[src/rtl/fx2_pkg.sv]
// Shared FX2 slave-FIFO definitions: EP6 defaults, packetizer state encoding
// and a counter-width helper. Imported by ep6_packetizer and ep6_byte_counter.
package fx2_pkg;

  localparam int         PKT_BYTES_DEFAULT = 512;
  localparam logic [1:0] EP6_ADDR_DEFAULT  = 2'b10;

  typedef enum logic [2:0] {
    ST_IDLE,
    ST_TURN,
    ST_WR_HI,
    ST_WR_LO,
    ST_PKTEND,
    ST_DONE
  } ep6_state_e;

  // Bits needed to count 0..n-1; never less than one.
  function automatic int cnt_width(input int n);
    return (n > 2) ? $clog2(n) : 1;
  endfunction

endpackage

[src/rtl/ep6_byte_counter.sv]
// EP6 byte-in-packet counter: wraps at PKT_BYTES-1, clears on request.
// Ports: FIFO_CLK, reset (async, high), inc, clr -> next_zero.
module ep6_byte_counter
  import fx2_pkg::*;
#(
  parameter int PKT_BYTES = PKT_BYTES_DEFAULT,
  parameter int W         = cnt_width(PKT_BYTES)
) (
  input  logic FIFO_CLK,
  input  logic reset,
  input  logic inc,
  input  logic clr,
  output logic next_zero
);

  logic [W-1:0] count;
  logic [W-1:0] count_nxt;
  logic         at_max;

  assign at_max = (count == W'(PKT_BYTES - 1));

  always_comb begin
    count_nxt = count;
    if (clr) begin
      count_nxt = '0;
    end else if (inc) begin
      count_nxt = at_max ? '0 : count + 1'b1;
    end
  end

  // High when the count after this cycle is zero, so the caller can
  // tell on the write edge whether that byte closed a full packet.
  assign next_zero = (count_nxt == '0);

  always_ff @(posedge FIFO_CLK or posedge reset) begin
    if (reset) begin
      count <= '0;
    end else begin
      count <= count_nxt;
    end
  end

endmodule

[src/rtl/ep6_packetizer.sv]
// Serialises 16-bit samples into FX2 EP6 slave-FIFO bytes (high byte first),
// with optional PKTEND commit of short frames (macro EP6_PKTEND_EN).
// Ports: FIFO_CLK, reset (async, high); s_valid/s_ready/s_data/s_last in;
// bus_grant, FIFO6_full in; FIFO_FIFOADR, FIFO_WR, FIFO_DATAOUT,
// FIFO_DATAOUT_OE, FIFO_PKTEND, busy, frame_count out.
module ep6_packetizer
  import fx2_pkg::*;
#(
  parameter int         PKT_BYTES = PKT_BYTES_DEFAULT,
  parameter logic [1:0] EP6_ADDR  = EP6_ADDR_DEFAULT
) (
  input  logic        FIFO_CLK,
  input  logic        reset,
  input  logic        s_valid,
  output logic        s_ready,
  input  logic [15:0] s_data,
  input  logic        s_last,
  input  logic        bus_grant,
  input  logic        FIFO6_full,
  output logic [1:0]  FIFO_FIFOADR,
  output logic        FIFO_WR,
  output logic [7:0]  FIFO_DATAOUT,
  output logic        FIFO_DATAOUT_OE,
  output logic        FIFO_PKTEND,
  output logic        busy,
  output logic [15:0] frame_count
);

  ep6_state_e  state;
  ep6_state_e  state_nxt;
  logic [15:0] word_q;
  logic        last_q;
  logic        cap;
  logic        wr;
  logic        wr_ok;
  logic        cnt_clr;
  logic        cnt_next_zero;
  logic        frame_inc;

  // Strobes are suppressed while reset is high so the reset cycle is clean.
  assign wr_ok = bus_grant & ~FIFO6_full & ~reset;

  always_comb begin
    state_nxt   = state;
    cap         = 1'b0;
    wr          = 1'b0;
    cnt_clr     = 1'b0;
    frame_inc   = 1'b0;
    FIFO_PKTEND = 1'b0;
    unique case (state)
      ST_IDLE: begin
        if (s_valid) begin
          cap       = 1'b1;
          state_nxt = ST_TURN;
        end
      end
      ST_TURN: begin
        state_nxt = ST_WR_HI;
      end
      ST_WR_HI: begin
        if (wr_ok) begin
          wr        = 1'b1;
          state_nxt = ST_WR_LO;
        end
      end
      ST_WR_LO: begin
        if (wr_ok) begin
          wr = 1'b1;
          if (!last_q) begin
            state_nxt = ST_IDLE;
          end
`ifdef EP6_PKTEND_EN
          else if (!cnt_next_zero) begin
            state_nxt = ST_PKTEND;
          end
`endif
          else begin
            state_nxt = ST_DONE;
          end
        end
      end
      ST_PKTEND: begin
`ifdef EP6_PKTEND_EN
        if (wr_ok) begin
          FIFO_PKTEND = 1'b1;
          cnt_clr     = 1'b1;
          state_nxt   = ST_DONE;
        end
`else
        state_nxt = ST_DONE;
`endif
      end
      ST_DONE: begin
        frame_inc = 1'b1;
        state_nxt = ST_IDLE;
      end
      default: begin
        state_nxt = ST_IDLE;
      end
    endcase
  end

`ifndef EP6_PKTEND_EN
  // Without PKTEND commits the packet fill level never steers the FSM.
  logic next_zero_unused;
  assign next_zero_unused = cnt_next_zero;
`endif

  always_ff @(posedge FIFO_CLK or posedge reset) begin
    if (reset) begin
      state       <= ST_IDLE;
      word_q      <= '0;
      last_q      <= 1'b0;
      frame_count <= '0;
    end else begin
      state <= state_nxt;
      if (cap) begin
        word_q <= s_data;
        last_q <= s_last;
      end
      if (frame_inc) begin
        frame_count <= frame_count + 16'd1;
      end
    end
  end

  ep6_byte_counter #(
    .PKT_BYTES (PKT_BYTES)
  ) u_cnt (
    .FIFO_CLK  (FIFO_CLK),
    .reset     (reset),
    .inc       (wr),
    .clr       (cnt_clr),
    .next_zero (cnt_next_zero)
  );

  assign s_ready         = (state == ST_IDLE) & ~reset;
  assign busy            = (state != ST_IDLE);
  assign FIFO_WR         = wr;
  assign FIFO_DATAOUT_OE = wr;
  assign FIFO_FIFOADR    = (state == ST_IDLE) ? 2'b00 : EP6_ADDR;

  always_comb begin
    FIFO_DATAOUT = 8'h00;
    if (state == ST_WR_HI) begin
      FIFO_DATAOUT = word_q[15:8];
    end else if (state == ST_WR_LO) begin
      FIFO_DATAOUT = word_q[7:0];
    end
  end

endmodule

[config.mk]
export PLATFORM = sky130hd
export DESIGN_NAME = ep6_packetizer
export DESIGN_NICKNAME = d
export VERILOG_FILES = /design/src/rtl/fx2_pkg.sv /design/src/rtl/ep6_byte_counter.sv /design/src/rtl/ep6_packetizer.sv
export SDC_FILE = /design/constraint.sdc
export NUM_CORES = 1
export LEC_CHECK = 0
export BUFFER_PORTS_ARGS = -buffer_cell sky130_fd_sc_hd__buf_2
export CAP_MARGIN = 5
export CORE_MARGIN = 1
export CORE_UTILIZATION = 40
export DETAILED_ROUTE_END_ITERATION = 7
export HOLD_SLACK_MARGIN = 0.08
export PLACE_DENSITY_LB_ADDON = 0.08
export SLEW_MARGIN = 20
export SYNTH_ARGS = -nofsm -noshare
export SYNTH_HDL_FRONTEND = slang
export SYNTH_SLANG_ARGS = --single-unit
[constraint.sdc]
create_clock -name FIFO_CLK -period 2.2 [get_ports FIFO_CLK]
set_input_delay 0 -clock FIFO_CLK [delete_from_list [all_inputs] [get_ports FIFO_CLK]]
set_output_delay 0 -clock FIFO_CLK [all_outputs]
set_load 0.005 [all_outputs]
==> out/metrics.cfg <==
[power_and_ir_drop]
pwr-share-comb=0.344
p_leak_nw=1.19
net-switching-power_w=0.000677
internal_power_w=0.00154
peakVddDrop_v=0.000533
switching_share=0.305
seqPwrFrac=0.433
clockPowerShare=0.223
power_density_nw_per_um2=967

[cts]
cts_inserted_buffers=5
clock_path_buffers=2
cts_tree=done
clkLatencyLatePin_ps=290
clk_pin_slew_worst_paths_ps=70
cts_setup_buffers=0
clock_sinks=36
cts-root-buf=clkbuf_8
htree_num_levels=2

[timing]
period_minus_slack_ps=1740
slew_violations=0
layout_setup_ws_ps=459
rsz0062_at_grt=no
finalCritPeriodShare=0.791
tns_ps=0
setup_viol=0
hold_violations=0
finClkSkew_ps=2.43
fmax_mhz=574

[global_routing]
grt-busiest-layer=met2
grt_pass1_vias=1232
grt_util_all_layers=0.176
grtUsageMet2=0.298
grt_max_degree=37
antenna_found_initial=0
grt_first_pass_wirelength_um=5810
met1_usage=0.204
grt_overflow=0
grt_use_met3=0.0550

[min_path]
worstHoldStart=FIFO6_full
min_path_type=primary input to flip-flop
hold_depth=5
min_to=state[0]

[run]
maxCapViolCount=0

[detailed_routing]
firstDrtPassIters=3
drc=0
wl_per_cell_um=13.5
route.antenna.remaining_nets=0
wirelength_um=3550
drtIter0Drc=53
vias_per_cell=4.82
vias=1268

[layout]
fillers=354
finalNetCount=235
n_antenna_cell=0
layoutNonFillerInstCount=263
utilization=0.558
areaGrowthSynthToFinish_pct=30.8
drive_above_1_share=0.385

[worst_setup_path]
crit_fanout=17
criticalPathCategory=flip-flop to flip-flop
r2r_end=word_q[12]
cp-end-kind=flip-flop
reg2reg_from=state[1]
reg2reg_depth=3
reg2reg_slack_ps=460
start_kind=flip-flop
cp.required_ps=2370
crit_arrival_ps=1920

[yosys]
ys_seq_area_frac=0.513
ys_ff_latch=36
ys_async_sr_fraction=1.00
syn_inst=142
postSynthAreaPerCell_um2=12.4
ys.flop_type=dfrtp_1
synth_warnings=0
ys_top_cells_by_count=dfrtp_1, nor2_1, xnor2_1
synth-edff-count=0
synthTopCellsByArea=dfrtp_1, mux2_4, xnor2_1, mux2i_1, mux2_2
yosysMostFrequentCell=dfrtp_1
synth_cell_types=35
synth_area_um2=1760
synth_largest_area_cell=dfrtp_1
synth_top_area_share=0.513

[placed_design]
io_buffers=50
place_ws_ps=471
dp_hpwl_um=2360
dp.cells=236
globalplace.congestion=0.763

[floorplanning]
die_w_um=68.2
start_util=0.427
dieArea_um2=4660
num_io_pins=53
die_h_um=68.2
num_rows=23
coreArea_um2=4120

[status]
status=finished clean

==> flip-flops by register name, summed over array words and instances (netlist names) <==
signal       count
frame_count     16
last_q           1
state            3
word_q          16
==> area by class of cell <==
cell class,count,area (um2),area share
timing repair buffer,71,455,0.198
sequential,36,901,0.392
inverter,3,11.3,0.00490
clock buffer,7,86.3,0.0376
tap,50,62.6,0.0272
clock inverter,1,7.51,0.00327
multi-input combinational,95,772,0.336
==> cells by family (layout without fill, tap and decap cells) <==
kind of cell	after synthesis	in the layout	share of synthesized area
fa+ha+maj	1	1	0.00713
flops	36	36	0.513
buf+inv	12	82	0.0492
simple gates	47	47	0.156
other cells	1	2	0.00214
compound gates	5	5	0.0214
xor+xnor	15	15	0.0748
mux	25	25	0.176
==> cell usage in the layout (no fill, tap or decap), types with 5 or more instances in the layout <==
| cell type | count |
|---|---|
| mux2i_1 | 8 |
| dfrtp_1 | 36 |
| nand3_1 | 5 |
| xnor2_1 | 11 |
| nor2_1 | 14 |
| mux2_2 | 7 |
| mux2_4 | 10 |
| nand2_1 | 10 |
| buf_2 | 50 |
| nand4_1 | 5 |
| clkbuf_8 | 6 |
| dlygate4sd3_1 | 19 |
==> worst max-delay path by stage <==
stage / from / cells after the start / slack, ps / to
final: state[1] / 3 / 460 / word_q[12]
after global routing: state[1] / 3 / 390 / word_q[14]
after CTS: state[1] / 3 / 450 / word_q[12]
after detailed placement: state[1] / 3 / 470 / word_q[12]
after global placement: state[1] / 3 / 520 / word_q[9]
after floorplan: state[0] / 5 / 570 / last_q
==> per-stage QoR <==
step | power (W) | hold WS [ps] | instance area [um2]
after global routing | 0.00239 | 200 | 2300
after detailed placement | 0.00172 | 165 | 2010
final | 0.00222 | 169 | 2300
after CTS | 0.00224 | 163 | 2300
after global placement | 0.00168 | 154 | 2010
after floorplan | 0.00150 | 31.1 | 1760
==> metal layers <==
| metal | share of wire | wire (um) | vias up |
|---|---|---|---|
| li1 | - | - | 615 |
| met2 | 0.51 | 1810 | 34 |
| met3 | 0.040 | 143 | 6 |
| met5 | 0 | 0 | - |
| met1 | 0.43 | 1540 | 613 |
| met4 | 0.016 | 57 | 0 |
==> critical path, stage by stage (launching register included) <==
cell,delay (ps)
dfrtp_1,470
or3_4,450
nor2_8,320
mux2_2,390
==> power groups by stage <==
stage,Clock [W],Combinational (W),Sequential (W)
final,0.000496,0.000763,0.000961
after global routing,0.000545,0.000855,0.000987
after CTS,0.000508,0.000776,0.000959
after detailed placement,0,0.000749,0.000966
after global placement,0,0.000724,0.000957
after floorplan,0,0.000570,0.000932
==> what timing repair did <==
action | in CTS | in global routing
resized for setup | 0 | 0
endpoints found under the hold margin | 54 | 0
hold buffers | 19 | 0
No activity file was read; power rests on OpenSTA's default activity.
